[config.mk]
export PLATFORM = sky130hd
export DESIGN_NAME = acq_sequencer
export DESIGN_NICKNAME = d
export VERILOG_FILES = /design/src/rtl/acq_seq_pkg.sv /design/src/rtl/acq_seq_down_counter.sv /design/src/rtl/acq_sequencer.sv
export SDC_FILE = /design/constraint.sdc
export NUM_CORES = 1
export LEC_CHECK = 0
export ABC_AREA = 0
export CORE_ASPECT_RATIO = 1.4
export CORE_MARGIN = 2
export CORE_UTILIZATION = 58
export DETAILED_ROUTE_END_ITERATION = 8
export GPL_ROUTABILITY_DRIVEN = 0
export PLACE_DENSITY = 0.86
export RECOVER_POWER = 50
export SLEW_MARGIN = 30
export SYNTH_ARGS = -nofsm -noshare
export SYNTH_HDL_FRONTEND = slang
export SYNTH_SLANG_ARGS = --single-unit
[constraint.sdc]
create_clock -name master_clock -period 6 [get_ports master_clock]
set_input_delay 1.2 -clock master_clock [delete_from_list [all_inputs] [get_ports master_clock]]
set_output_delay 1.2 -clock master_clock [all_outputs]
set_load 0.02 [all_outputs]
[src/rtl/acq_seq_pkg.sv]
// Shared definitions for the acquisition run sequencer: state encodings,
// the latched run-configuration record and parameter defaults.
package acq_seq_pkg;

  localparam logic [2:0] ST_IDLE  = 3'd0;
  localparam logic [2:0] ST_ARM   = 3'd1;
  localparam logic [2:0] ST_RUN   = 3'd2;
  localparam logic [2:0] ST_GAP   = 3'd3;
  localparam logic [2:0] ST_DONE  = 3'd4;
  localparam logic [2:0] ST_ERROR = 3'd5;

  typedef enum logic [2:0] {
    IDLE  = ST_IDLE,
    ARM   = ST_ARM,
    RUN   = ST_RUN,
    GAP   = ST_GAP,
    DONE  = ST_DONE,
    ERROR = ST_ERROR
  } state_t;

  localparam int ARM_CYCLES_DEF     = 4;
  localparam int TIMEOUT_CYCLES_DEF = 2000000;
  localparam int CFG_GAP_W          = 32;

  typedef struct packed {
    logic                 raw_mode;
    logic [15:0]          num_packets;
    logic [15:0]          num_bursts;
    logic [CFG_GAP_W-1:0] burst_gap;
  } acq_cfg_t;

endpackage

[src/rtl/acq_seq_down_counter.sv]
// Loadable down-counter with a zero flag; load has priority over decrement
// and the count holds at zero.
module acq_seq_down_counter #(
  parameter int W = 32
) (
  input  logic         clk,
  input  logic         rst_n,
  input  logic         load,
  input  logic [W-1:0] load_val,
  input  logic         dec,
  output logic         zero
);

  logic [W-1:0] count;

  always_ff @(posedge clk or negedge rst_n) begin
    if (!rst_n) begin
      count <= '0;
    end else if (load) begin
      count <= load_val;
    end else if (dec && (count != '0)) begin
      count <= count - W'(1);
    end
  end

  assign zero = (count == '0);

endmodule

[src/rtl/acq_sequencer.sv]
// Run-control sequencer for sensor_data_acquisition: arms, runs, gaps and stops
// the datapath. Optional stream watchdog enabled by defining ACQ_SEQ_WATCHDOG_EN.
module acq_sequencer
  import acq_seq_pkg::*;
#(
  parameter int ARM_CYCLES     = ARM_CYCLES_DEF,
  parameter int TIMEOUT_CYCLES = TIMEOUT_CYCLES_DEF,
  parameter int GAP_W          = CFG_GAP_W
) (
  input  logic             master_clock,
  input  logic             resetn,
  input  logic             cmd_start,
  input  logic             cmd_stop,
  input  logic             cmd_raw_mode,
  input  logic [15:0]      cmd_num_packets,
  input  logic [15:0]      cmd_num_bursts,
  input  logic [GAP_W-1:0] cmd_burst_gap,
  input  logic             mon_tvalid,
  input  logic             mon_tready,
  input  logic             mon_tlast,
  output logic             acq_resetn,
  output logic             acq_send_raw_data,
  output logic [15:0]      acq_number_of_packet,
  output logic             busy,
  output logic             done,
  output logic             timeout_err,
  output logic [15:0]      burst_count,
  output logic [2:0]       dbg_state
);

  function automatic logic [15:0] sat_inc16(input logic [15:0] v);
    return (v == 16'hFFFF) ? v : v + 16'd1;
  endfunction

  state_t               state;
  state_t               next_state;
  acq_cfg_t             cfg;
  logic                 stop_pending;
  logic                 beat;
  logic                 eob;
  logic                 start_ok;
  logic                 last_burst;
  logic [15:0]          count_inc;
  logic                 timer_load;
  logic [CFG_GAP_W-1:0] timer_val;
  logic                 timer_dec;
  logic                 timer_zero;
  logic                 timeout;

  assign beat       = mon_tvalid & mon_tready;
  assign eob        = beat & mon_tlast;
  assign start_ok   = (state == IDLE) && cmd_start && !cmd_stop;
  assign count_inc  = sat_inc16(burst_count);
  // A stop arriving together with tlast still ends the run after that burst.
  assign last_burst = stop_pending || cmd_stop ||
                      ((cfg.num_bursts != 16'd0) && (count_inc == cfg.num_bursts));
  assign timer_dec  = (state == ARM) || (state == GAP);

  acq_seq_down_counter #(.W(CFG_GAP_W)) u_timer (
    .clk      (master_clock),
    .rst_n    (resetn),
    .load     (timer_load),
    .load_val (timer_val),
    .dec      (timer_dec),
    .zero     (timer_zero)
  );

`ifdef ACQ_SEQ_WATCHDOG_EN
  localparam int             WD_W      = $clog2(TIMEOUT_CYCLES + 1);
  localparam logic [WD_W-1:0] WD_RELOAD = WD_W'(TIMEOUT_CYCLES - 1);

  logic wd_load;
  logic wd_dec;
  logic wd_zero;

  // Held at reload outside RUN, so RUN entry always starts a fresh window.
  assign wd_load = (state != RUN) || beat;
  assign wd_dec  = (state == RUN) && !beat;
  assign timeout = (state == RUN) && !beat && wd_zero;

  acq_seq_down_counter #(.W(WD_W)) u_watchdog (
    .clk      (master_clock),
    .rst_n    (resetn),
    .load     (wd_load),
    .load_val (WD_RELOAD),
    .dec      (wd_dec),
    .zero     (wd_zero)
  );

  always_ff @(posedge master_clock or negedge resetn) begin
    if (!resetn) begin
      timeout_err <= 1'b0;
    end else if (start_ok) begin
      timeout_err <= 1'b0;
    end else if (next_state == ERROR) begin
      timeout_err <= 1'b1;
    end
  end
`else
  assign timeout     = 1'b0;
  assign timeout_err = 1'b0;
`endif

  always_ff @(posedge master_clock or negedge resetn) begin
    if (!resetn) begin
      state <= IDLE;
    end else begin
      state <= next_state;
    end
  end

  always_comb begin
    next_state = state;
    timer_load = 1'b0;
    timer_val  = '0;
    case (state)
      IDLE: begin
        if (start_ok) begin
          next_state = ARM;
          timer_load = 1'b1;
          timer_val  = CFG_GAP_W'(ARM_CYCLES - 1);
        end
      end
      ARM: begin
        if (cmd_stop) begin
          next_state = DONE;
        end else if (timer_zero) begin
          next_state = RUN;
        end
      end
      RUN: begin
        if (eob) begin
          if (last_burst) begin
            next_state = DONE;
          end else if (cfg.burst_gap != '0) begin
            next_state = GAP;
            timer_load = 1'b1;
            timer_val  = cfg.burst_gap - CFG_GAP_W'(1);
          end
        end else if (timeout) begin
          next_state = ERROR;
        end
      end
      GAP: begin
        if (cmd_stop) begin
          next_state = DONE;
        end else if (timer_zero) begin
          next_state = RUN;
        end
      end
      DONE: begin
        next_state = IDLE;
      end
      ERROR: begin
        if (cmd_stop) begin
          next_state = IDLE;
        end
      end
      default: begin
        next_state = IDLE;
      end
    endcase
  end

  // Outputs are registered from next_state so they line up with the state register.
  always_ff @(posedge master_clock or negedge resetn) begin
    if (!resetn) begin
      acq_resetn   <= 1'b0;
      busy         <= 1'b0;
      done         <= 1'b0;
      dbg_state    <= ST_IDLE;
      burst_count  <= 16'd0;
      stop_pending <= 1'b0;
      cfg          <= '0;
    end else begin
      acq_resetn <= (next_state == RUN);
      busy       <= (next_state != IDLE);
      done       <= (next_state == DONE);
      dbg_state  <= next_state;

      if (start_ok) begin
        cfg.raw_mode    <= cmd_raw_mode;
        cfg.num_packets <= cmd_num_packets;
        cfg.num_bursts  <= cmd_num_bursts;
        cfg.burst_gap   <= CFG_GAP_W'(cmd_burst_gap);
        burst_count     <= 16'd0;
      end else if ((state == RUN) && eob) begin
        burst_count <= count_inc;
      end

      if (state == IDLE) begin
        stop_pending <= 1'b0;
      end else if ((state == RUN) && cmd_stop) begin
        stop_pending <= 1'b1;
      end
    end
  end

  assign acq_send_raw_data    = cfg.raw_mode;
  assign acq_number_of_packet = cfg.num_packets;

endmodule

==> summary.txt <==
Routing
  • DRT Pass-1 Iters: 5
  • DRC: 0
  • DR WL/cell: 17.14 um
  • Final antenna-violating net count: 0
  • Total Wirelength: about 18 mm
  • DRT iter0 DRCs: roughly 500
  • Vias per cell: 5.993
  • Vias: 6173

Floorplanning
  • Die footprint: 0.01261 mm2
  • Core area: approximately 0.011 mm2
  • I/O Pins: around 110
  • Rows: 46
  • Die Ht: about 130 um
  • Chip width: 95.49 um
  • Starting Density: 0.5964

Worst setup path
  • CP required: between 6 and 7 ns
  • Worst EP arrival: between 4 and 5 ns
  • CP dominant cell by count: mux2i_1
  • Critical path startpoint category: flip-flop
  • Slowest cell on crit path: nor4_1
  • Crit end category: flip-flop
  • Cells along the critical path: ha_1, nand3_1, nor4_1, mux2i_1, xor2_1, nand4_1, o31ai_2, or2_2, buf_4, mux2i_1, and3_1
  • Worst setup path category: reg -> reg
  • Max Fanout on Critical Path: 34
  • Worst path buffer plus inverter count: 1
  • Slowest stage delay, CP: approximately 0.68 ns
  • Family with the most delay on the worst path: simple AND/OR/NAND/NOR gates

Logic synthesis
  • Mapped Area: slightly below 0.007 mm2
  • Synth async-reset ratio: 1.000
  • Post-Syn Nets: ~870
  • Synth Register Bits: 120
  • Number of synthesized flops with an enable pin: 0
  • Syn Inst Count: just under 800
  • Synth Warn #: 0
  • Sequential fraction of the synthesis area: 0.4418
  • Yosys cell types: 66
  • Ys flop type: dfrtp_1
  • Mapped Avg Cell Area: 8.538 um2

STA
  • RSZ-0062 raised after global routing: false
  • Tcrit/Tclk final: 0.7071
  • Worst clock skew: about 0.01 ns
  • Setup total negative slack: 0 ns
  • Final setup fails: 0
  • Worst slew pin tran: between 2 and 3 ns
  • Fmax: 235.7 MHz
  • Final hold vios: 0
  • Post-route setup slack: between 1.5 and 2 ns
  • Minimum clock period: about 4.2 ns
  • Pins Over Slew Limit: 57
  • Max-slew headroom: -0.9842

Outcome
  • Failing checks: max-capacitance violations, max-slew violations
  • Run status: finished with violations

Pwr
  • Int Power: 2.353 mW
  • Leak: 3.777 nW
  • Switching part of the total: 0.3866
  • Clk network pwr share: 0.269
  • Net load switching power: approximately 1.5 mW
  • Power Density: around 460 mW/mm2
  • Worst vdd ir: ~0.25 mV
  • Part of the power in combinational logic: 0.361
  • Sequential power share: 0.370

Clock tree
  • Latest clock arrival within the worst-skew pair: 0.41 ns
  • CTS tree: done
  • CTS resizes: 0
  • Bufs on Longest Clock Path: 2
  • Clk Tree Root Cell: clkbuf_16
  • # hold bufs at CTS: 0
  • TritonCTS Buffers: 17
  • CTS clk-pin slew, worst paths: ~0.05 ns
  • H-tree Lvls: 4
  • Post-CTS Setup Bufs: 0
  • Clk sink count: 120

Layout
  • Area of the multi-input gates: about 0.0034 mm2
  • Fin nets: 949
  • Register Area: 0.003003 mm2
  • Share of layout cells above drive strength 1: 0.05982
  • Fin area: around 0.0084 mm2
  • Layout area overhead: 23.64%
  • # fillers: slightly above 800
  • Number of diodes: 0

Place
  • Setup WS pre-CTS: between 1.5 and 2 ns
  • IO buf count: 110
  • Placed Area: slightly below 0.008 mm2
  • Post-DP HPWL: between 10 and 15 mm

Global route
  • First-pass GRT wire length: slightly below 30 mm
  • Initial antenna violation count: 0
  • Pin count of the biggest net entering global routing: 66
  • Vias in the first global route: between 6k and 7k
  • Gr usage total: 0.2948
  • Congestion Overflow GR: 0

Run
  • Max_cap viols: 1

Hold path
  • Hold Crit Class: reg -> reg
worst paths after layout:
kind / start / end / slack [ns] / depth (start not counted)
min in group asynchronous: resetn / acq_send_raw_data / 1.74 / 1
min: acq_number_of_packet[4] / acq_number_of_packet[4] / 0.47 / 2
max in group asynchronous: resetn / cfg[46] / 2.20 / 2
max: burst_count[0] / u_timer.count[28] / 1.76 / 11
max reg2reg: burst_count[0] / u_timer.count[28] / 1.76 / 11
min reg2reg: acq_number_of_packet[4] / acq_number_of_packet[4] / 0.47 / 2
power by group through the flow:
stage          clock network [mW]  registers, mW  logic, mW
3_3_place_gp                    0           1.40       1.29
2_1_floorplan                   0           1.36       1.01
4_1_cts                      1.04           1.42       1.39
6_report                     1.03           1.42       1.38
5_1_grt                      1.07           1.46       1.52
3_5_place_dp                    0           1.42       1.34
state kept, by name (all words and copies together) (netlist names), 3 cells and up:
name,count
cfg,48
u_timer.count,32
acq_number_of_packet,16
burst_count,16
dbg_state,3
metal layers:
| metal | share of wire | track usage | vias up |
|---|---|---|---|
| met4 | 0.042 | 0.1516 | 0 |
| met3 | 0.062 | 0.06118 | 73 |
| met5 | 0 | 0 | - |
| li1 | - | - | 2883 |
| met1 | 0.36 | 0.3412 | 2914 |
| met2 | 0.53 | 0.5055 | 303 |
synth_stat cells (3+ instances only):
master | n | share of area
nor2_1 | 42 | 0.023
inv_1 | 12 | 0.0066
o41ai_1 | 3 | 0.0039
or3_1 | 5 | 0.0046
xnor2_1 | 41 | 0.053
nand3_1 | 25 | 0.018
nand4_1 | 13 | 0.012
nand3b_1 | 9 | 0.0099
nor3_1 | 22 | 0.016
nand2b_1 | 8 | 0.0074
buf_2 | 10 | 0.0074
dfrtp_1 | 120 | 0.44
or4_1 | 7 | 0.0077
clkbuf_1 | 27 | 0.015
a311oi_1 | 4 | 0.0052
a31oi_1 | 4 | 0.0037
and3_1 | 9 | 0.0083
a32o_1 | 3 | 0.0044
buf_4 | 18 | 0.020
mux2i_1 | 5 | 0.0074
a41oi_1 | 3 | 0.0039
nor2b_1 | 4 | 0.0037
and2_1 | 3 | 0.0028
nand2_1 | 222 | 0.12
xor2_1 | 34 | 0.044
o22ai_1 | 12 | 0.011
nor4_1 | 21 | 0.019
a21oi_1 | 15 | 0.011
o31ai_1 | 6 | 0.0066
and4_1 | 5 | 0.0064
o21ai_0 | 39 | 0.029
ha_1 | 4 | 0.0074
kinds of logic (layout without fill, tap and decap cells):
group,Yosys count,in the layout,synth area share
other cells,1,1,0.0005518
fa+ha+maj,4,4,0.007364
flops,120,120,0.4418
buf+inv,70,160,0.05339
xor+xnor,75,75,0.09665
simple gates,406,406,0.2776
compound gates,113,113,0.1119
mux,7,7,0.01068
metrics by stage:
| step | utilization | power [mW] | cells | hold WS (ns) |
|---|---|---|---|---|
| floorplan | - | 2.364 | 796 | 0.4469 |
| global placement | 0.6848 | 2.685 | 998 | 0.4578 |
| detailed placement | 0.6848 | 2.752 | 998 | 0.4613 |
| CTS | 0.7378 | 3.843 | 1030 | 0.4748 |
| global route | 0.7374 | 4.059 | 1030 | 0.4875 |
| finish | 0.7374 | 3.837 | 1030 | 0.4685 |
placed cells by master, fill, tap and decap left out, drive strengths merged, types with 7 or more instances in the layout:
| cell type | synthesis | final |
|---|---|---|
| nor3 | 22 | 22 |
| and3 | 9 | 9 |
| nor4 | 21 | 21 |
| nand4 | 14 | 14 |
| or4 | 7 | 7 |
| xnor2 | 41 | 41 |
| nor2 | 42 | 42 |
| dlygate4sd3 | 0 | 13 |
| o22ai | 12 | 12 |
| clkbuf | 28 | 18 |
| dfrtp | 120 | 120 |
| clkdlybuf4s50 | 0 | 96 |
| nand3b | 9 | 9 |
| a21oi | 15 | 15 |
| o31ai | 7 | 7 |
| nand2b | 8 | 8 |
| nand2 | 223 | 223 |
| o21ai | 40 | 40 |
| xor2 | 34 | 34 |
| clkinv | 0 | 7 |
| nand3 | 26 | 26 |
| inv | 12 | 13 |
worst min-delay path: cells and delay by family, from the launching register on:
| kind | cells | cell delay [ns] |
|---|---|---|
| and+or+nand+nor | 2 | 0.11 |
| DFF | 1 | 0.33 |
final cells by class:
cell class,instances,area share
Inverter,12,0.005360
Timing Repair Buffer,116,0.1356
Clock inverter,15,0.02129
Multi-Input combinational cell,606,0.4083
Tap cell,144,0.02144
Clock buffer,17,0.05063
Sequential cell,120,0.3574
Note: power is estimated with default switching activity, not from simulation.
